$ cat src/rtl/clk_rec_lock_ctrl.sv
// Lock controller for the clock-recovery datapath: steps through acquisition,
// tracking and lock, adjusts the minimum-interval estimate, and recovers from lost edges.
module clk_rec_lock_ctrl #(
    parameter int CLK_LEN    = 32,
    parameter int ACQ_EDGES  = 16,
    parameter int LOCK_EDGES = 8,
    parameter int BUMP_EDGES = 16,
    parameter int MISS_LIMIT = 3,
    parameter int TIMEOUT    = 300000
) (
    input  logic               clk,
    input  logic               rst_n,
    input  logic               start,
    input  logic               abort,
    input  logic               edge_valid,
    input  logic [CLK_LEN-1:0] interval,
    input  logic [CLK_LEN-1:0] clk_freq,
    output logic               freq_reset,
    output logic               freq_bump,
    output logic               out_enable,
    output logic               locked,
    output logic [1:0]         state,
    output logic [7:0]         err_count
);

    localparam int CW  = 16;
    localparam int WDW = $clog2(TIMEOUT + 1);

    typedef enum logic [1:0] {
        ST_IDLE    = 2'd0,
        ST_ACQUIRE = 2'd1,
        ST_TRACK   = 2'd2,
        ST_LOCKED  = 2'd3
    } state_t;

    state_t          state_reg;
    logic [CW-1:0]   acq_cnt_reg;
    logic [CW-1:0]   stable_cnt_reg;
    logic [CW-1:0]   bump_cnt_reg;
    logic [CW-1:0]   miss_cnt_reg;
    logic [WDW-1:0]  wd_reg;
    logic [7:0]      err_reg;
    logic            freq_reset_reg;
    logic            freq_bump_reg;
    logic            out_enable_reg;
    logic            locked_reg;

    // One extra bit keeps the threshold subtraction and compare free of wrap.
    logic [CLK_LEN:0] thresh;
    logic             good_edge;
    logic             wd_expire;

    assign thresh    = {1'b0, clk_freq} - {1'b0, (clk_freq >> 3)};
    assign good_edge = ({1'b0, interval} >= thresh);
    // An edge arriving on the expiry cycle wins, so expiry only fires edge-free.
    assign wd_expire = (state_reg != ST_IDLE) && !edge_valid &&
                       (wd_reg == WDW'(TIMEOUT - 1));

    always_ff @(posedge clk or negedge rst_n) begin
        if (!rst_n) begin
            state_reg      <= ST_IDLE;
            acq_cnt_reg    <= '0;
            stable_cnt_reg <= '0;
            bump_cnt_reg   <= '0;
            miss_cnt_reg   <= '0;
            wd_reg         <= '0;
            err_reg        <= '0;
            freq_reset_reg <= 1'b0;
            freq_bump_reg  <= 1'b0;
            out_enable_reg <= 1'b0;
            locked_reg     <= 1'b0;
        end else begin
            freq_reset_reg <= 1'b0;
            freq_bump_reg  <= 1'b0;
            if (abort) begin
                state_reg      <= ST_IDLE;
                acq_cnt_reg    <= '0;
                stable_cnt_reg <= '0;
                bump_cnt_reg   <= '0;
                miss_cnt_reg   <= '0;
                wd_reg         <= '0;
                out_enable_reg <= 1'b0;
                locked_reg     <= 1'b0;
            end else if (state_reg == ST_IDLE) begin
                wd_reg <= '0;
                if (start) begin
                    state_reg      <= ST_ACQUIRE;
                    freq_reset_reg <= 1'b1;
                end
            end else if (wd_expire) begin
                state_reg      <= ST_ACQUIRE;
                freq_reset_reg <= 1'b1;
                wd_reg         <= '0;
                acq_cnt_reg    <= '0;
                stable_cnt_reg <= '0;
                bump_cnt_reg   <= '0;
                miss_cnt_reg   <= '0;
                out_enable_reg <= 1'b0;
                locked_reg     <= 1'b0;
                if (state_reg != ST_ACQUIRE && err_reg != 8'hFF)
                    err_reg <= err_reg + 8'd1;
            end else if (edge_valid) begin
                wd_reg <= '0;
                case (state_reg)
                    ST_ACQUIRE: begin
                        if (acq_cnt_reg == CW'(ACQ_EDGES - 1)) begin
                            state_reg      <= ST_TRACK;
                            acq_cnt_reg    <= '0;
                            out_enable_reg <= 1'b1;
                        end else begin
                            acq_cnt_reg <= acq_cnt_reg + 1'b1;
                        end
                    end
                    ST_TRACK: begin
                        if (!good_edge) begin
                            stable_cnt_reg <= '0;
                        end else if (stable_cnt_reg == CW'(LOCK_EDGES - 1)) begin
                            state_reg      <= ST_LOCKED;
                            stable_cnt_reg <= '0;
                            bump_cnt_reg   <= '0;
                            miss_cnt_reg   <= '0;
                            locked_reg     <= 1'b1;
                        end else begin
                            stable_cnt_reg <= stable_cnt_reg + 1'b1;
                        end
                    end
                    ST_LOCKED: begin
                        if (good_edge) begin
                            miss_cnt_reg <= '0;
                            if (bump_cnt_reg == CW'(BUMP_EDGES - 1)) begin
                                bump_cnt_reg  <= '0;
                                freq_bump_reg <= 1'b1;
                            end else begin
                                bump_cnt_reg <= bump_cnt_reg + 1'b1;
                            end
                        end else begin
                            bump_cnt_reg <= '0;
                            if (miss_cnt_reg == CW'(MISS_LIMIT - 1)) begin
                                state_reg    <= ST_TRACK;
                                miss_cnt_reg <= '0;
                                locked_reg   <= 1'b0;
                                if (err_reg != 8'hFF)
                                    err_reg <= err_reg + 8'd1;
                            end else begin
                                miss_cnt_reg <= miss_cnt_reg + 1'b1;
                            end
                        end
                    end
                    default: ;
                endcase
            end else if (wd_reg != '1) begin
                wd_reg <= wd_reg + 1'b1;
            end
        end
    end

    assign state      = state_reg;
    assign freq_reset = freq_reset_reg;
    assign freq_bump  = freq_bump_reg;
    assign out_enable = out_enable_reg;
    assign locked     = locked_reg;
    assign err_count  = err_reg;

endmodule

$ cat config.mk
export PLATFORM = sky130hd
export DESIGN_NAME = clk_rec_lock_ctrl
export DESIGN_NICKNAME = d
export VERILOG_FILES = /design/src/rtl/clk_rec_lock_ctrl.sv
export SDC_FILE = /design/constraint.sdc
export NUM_CORES = 1
export LEC_CHECK = 0
export CAP_MARGIN = 20
export CORE_ASPECT_RATIO = 0.9
export CORE_MARGIN = 3
export CORE_UTILIZATION = 39
export CTS_BUF_LIST = sky130_fd_sc_hd__clkbuf_2 sky130_fd_sc_hd__clkbuf_4 sky130_fd_sc_hd__clkbuf_8
export DETAILED_ROUTE_END_ITERATION = 6
export PLACE_DENSITY = 0.59
export REMOVE_ABC_BUFFERS = 1
export SLEW_MARGIN = 25
export SYNTH_ARGS = -nofsm -noshare
export SYNTH_HDL_FRONTEND = slang
export SYNTH_SLANG_ARGS = --single-unit
$ cat constraint.sdc
create_clock -name clk -period 4.5 [get_ports clk]
set_clock_uncertainty 0.2 [all_clocks]
set_input_delay 0.675 -clock clk [delete_from_list [all_inputs] [get_ports clk]]
set_output_delay 0.675 -clock clk [all_outputs]
set_load 0.02 [all_outputs]
==> summary.txt, run 1 <==
Outcome
  – Status: finished, violations left
  – Failing checks: setup timing

Critical path
  – Worst Path Arrival: approximately 5.4 ns
  – Critical path type: in2reg
  – Crit. Startpoint: clk_freq[0]
  – Crit end category: flop
  – Max FO, Critical Path: 7
  – Req. time, crit path: 4.60 ns
  – Startpoint types: input pin
  – FF-to-FF Start: wd_reg[0]

Finish
  – NumNets Final: 1237
  – Share of layout cells above drive strength 1: 0.2400
  – Commonest non-fill, non-tap cell in the layout: buf_4
  – Multi-input logic area: 5400 um2
  – Area grow syn2layout: 37.60%
  – Max FFs per register: 19
  – Most frequent cells in the layout: buf_4 (135), dfrtp_1 (97), nor2_1 (73)
  – Fill cell count: 1696
  – Seq. cell area: around 2400 um2
  – N_diodes: 0
  – Design area: 10490 um2

Clock tree
  – H-tree Lvls: 3
  – Sink Count: 97
  – Cts hold-fix bufs: 0
  – Clock buffers created by TritonCTS: 9
  – CTS max path bufs: 2
  – CTS tree: yes
  – Clock Tree Root: clkbuf_8
  – Clock-pin slew on the worst setup and hold paths: 0.10 ns
  – Clk_lat worst skew: 0.38 ns

Synthesis
  – Number of synthesized flops with an enable pin: 0
  – Cell area after synthesis: between 7000 and 8000 um2
  – #FFs+latches synth: 97
  – Synth top area share: 0.3185
  – Syn avg cell area: 8.710 um2
  – Post-Synthesis Cells: 875
  – Post-synthesis sequential area ratio: 0.3185
  – Library cells used by synthesis: 75
  – Synth warn: 0
  – Synth Flop Type: dfrtp_1
  – Largest area contributor in the netlist: dfrtp_1
  – Fraction of registers with async set/reset: 1.000
  – Area contributors post-synth: dfrtp_1 (32%), ha_1 (12%), xor2_1 (4.6%)

Global route
  – First-pass GRT wire length: roughly 34000 um
  – Congestion Overflow GR: 0
  – GRT Overall Usage: 0.1911
  – Vias in the first global route: 6869
  – Largest net degree at the start of global routing: 48
  – Initial antenna violation count: 0

Floorplanning
  – Die width: ~150 um
  – Die Ht: 138.6 um
  – IO Pins: 83
  – Cell row count: 47
  – Initial Utilization: 0.4063
  – Die area: around 21000 um2
  – Core footprint: around 19000 um2

Run
  – Max-cap viol count: 0

Route
  – Vias: 7171
  – Avg Vias per Cell: about 5.3
  – DRC Markers: 0
  – Post-Route WL: 20600 um
  – DR WL/cell: 15.32 um
  – Initial DRC count: between 300 and 400
  – ANT nets after route: 0
  – Detailed Routing Iterations Pass 1: 5

STA
  – Tmin final: between 5 and 6 ns
  – Final Hold Fails: 0
  – Period utilization: 1.171
  – Final setup TNS: -40.60 ns
  – Slew margin rel.: 0.4050
  – Worst Tran Pin Value: 0.8864 ns
  – Fmax: roughly 190 MHz
  – Final Max Slew Viols: 0
  – RSZ-0062 raised after global routing: true
  – Final worst slack: -0.7711 ns
  – # setup viols final: 60

Place
  – HPWL Detailed: about 15000 um
  – Gpl congestion: roughly 0.85
  – DP Area: 9653 um2
  – I/O Buffers: 82

Power
  – Peak supply drop: approximately 0.17 mV
  – Pwr Density: 236.1 nW/um2
  – Static Leak: 4.961 nW

Hold path
  – Worst Hold Class: in2async
cells in the mapped netlist (all sizes together) (3+ instances only):
library cell   n
nor4b          4
o21a           5
dfrtp         97
inv           50
o21ai         74
or2            4
o31ai         11
and4           3
buf            7
mux2i          3
nor3          15
xor2          40
xnor2         28
or4            4
nor2b         23
nor2          74
nand4         21
a21oi         45
nor4          13
a22o          14
nand3         31
o211ai         8
nor3b         13
or3            3
nand2         64
and3          53
a311oi         3
clkbuf        12
o311ai         3
a21o          24
a211oi         8
ha            72
nand2b        13
o221ai         3
a31oi          3
per-layer routing:
| metal | wire [um] | vias to the layer above | global-route usage |
|---|---|---|---|
| li1 | - | 3625 | - |
| met1 | 10520 | 3402 | 0.2880 |
| met2 | 8981 | 127 | 0.2858 |
| met3 | 865 | 17 | 0.03744 |
| met4 | 235 | 0 | 0.03903 |
| met5 | 0 | - | 0 |
critical path, stage by stage:
cell and delay, ns:
buf_6 0.10, inv_4 0.04, ha_4 0.12, inv_2 0.04
fa_2 0.39, a211oi_2 0.21, o21bai_2 0.11, o211ai_2 0.17
o211ai_1 0.17, a31oi_2 0.26, o21ai_2 0.09, a31o_2 0.23
a21o_1 0.18, buf_6 0.12, xnor2_1 0.12, ha_1 0.34
nand4_4 0.13, nor4_2 0.21, a21oi_1 0.12, a2bb2oi_2 0.22
o41ai_4 0.11, buf_6 0.15, nor4b_4 0.33, o31ai_4 0.10
buf_12 0.15, or4_1 0.40, o211ai_1 0.09
power by group:
part | internal, mW | switching, mW
Combinational | 0.475 | 0.469
Sequential | 0.882 | 0.0142
Clock | 0.313 | 0.322
metrics by stage:
step	hold WS, ns	cells	power [mW]	setup WS [ns]	utilization
after global routing	0.1207	1345	2.630	-1.046	0.5590
final	0.09714	1345	2.476	-0.7711	0.5590
after CTS	0.09613	1342	2.474	-0.7427	0.5501
after detailed placement	0.2865	1313	1.739	-1.986	0.5146
after global placement	0.2830	1313	1.734	-1.849	0.5146
after floorplan	0.1794	856	1.354	-1.464	-
logic make-up after synthesis:
group,after synthesis,synth area share
flops,97,0.3185
buf+inv,69,0.03694
fa+ha+maj,73,0.1208
compound gates,219,0.1965
mux,5,0.006895
simple gates,344,0.2422
xor+xnor,68,0.07815
repair_timing:
item,CTS,global route
pin swaps,60,36
resized for setup,112,50
buffers inserted,11,3
cloned,2,0
setup endpoints to repair,60,60
area by class of cell:
cell class,instances,area share
Multi-Input combinational cell,711,0.5150
Timing Repair Buffer,226,0.1855
Clock buffer,9,0.01181
Clock inverter,7,0.008830
Sequential cell,97,0.2315
Tap cell,245,0.02923
Inverter,50,0.01814
path summary, 6_finish.rpt:
kind                                          to  slack [ns]  depth (start not counted)
max in group asynchronous        miss_cnt_reg[2]        3.21                          2
worst max register to register   acq_cnt_reg[15]        1.42                          9
worst min register to register      err_count[5]        0.29                          1
worst max-delay path            miss_cnt_reg[14]       -0.77                         27
min in group clk                    err_count[5]        0.29                          1
worst min-delay path             acq_cnt_reg[13]         0.1                          1
(Power assumes the default switching activity.)
==> inputs of run 2 (changes only) <==
--- a/config.mk
+++ b/config.mk
@@ -13,7 +13,6 @@
 export DETAILED_ROUTE_END_ITERATION = 6
 export PLACE_DENSITY = 0.59
 export REMOVE_ABC_BUFFERS = 1
-export SLEW_MARGIN = 25
 export SYNTH_ARGS = -nofsm -noshare
 export SYNTH_HDL_FRONTEND = slang
 export SYNTH_SLANG_ARGS = --single-unit
==> results of run 2 <==
Final layout, timing and power as in run 1 (identical DEF).
==> inputs of run 3 (changes only) <==
--- a/config.mk
+++ b/config.mk
@@ -5,7 +5,7 @@
 export SDC_FILE = /design/constraint.sdc
 export NUM_CORES = 1
 export LEC_CHECK = 0
-export CAP_MARGIN = 20
+export CAP_MARGIN = 0
 export CORE_ASPECT_RATIO = 0.9
 export CORE_MARGIN = 3
 export CORE_UTILIZATION = 39
==> results of run 3 <==
Final layout, timing and power as in run 1 (identical DEF).
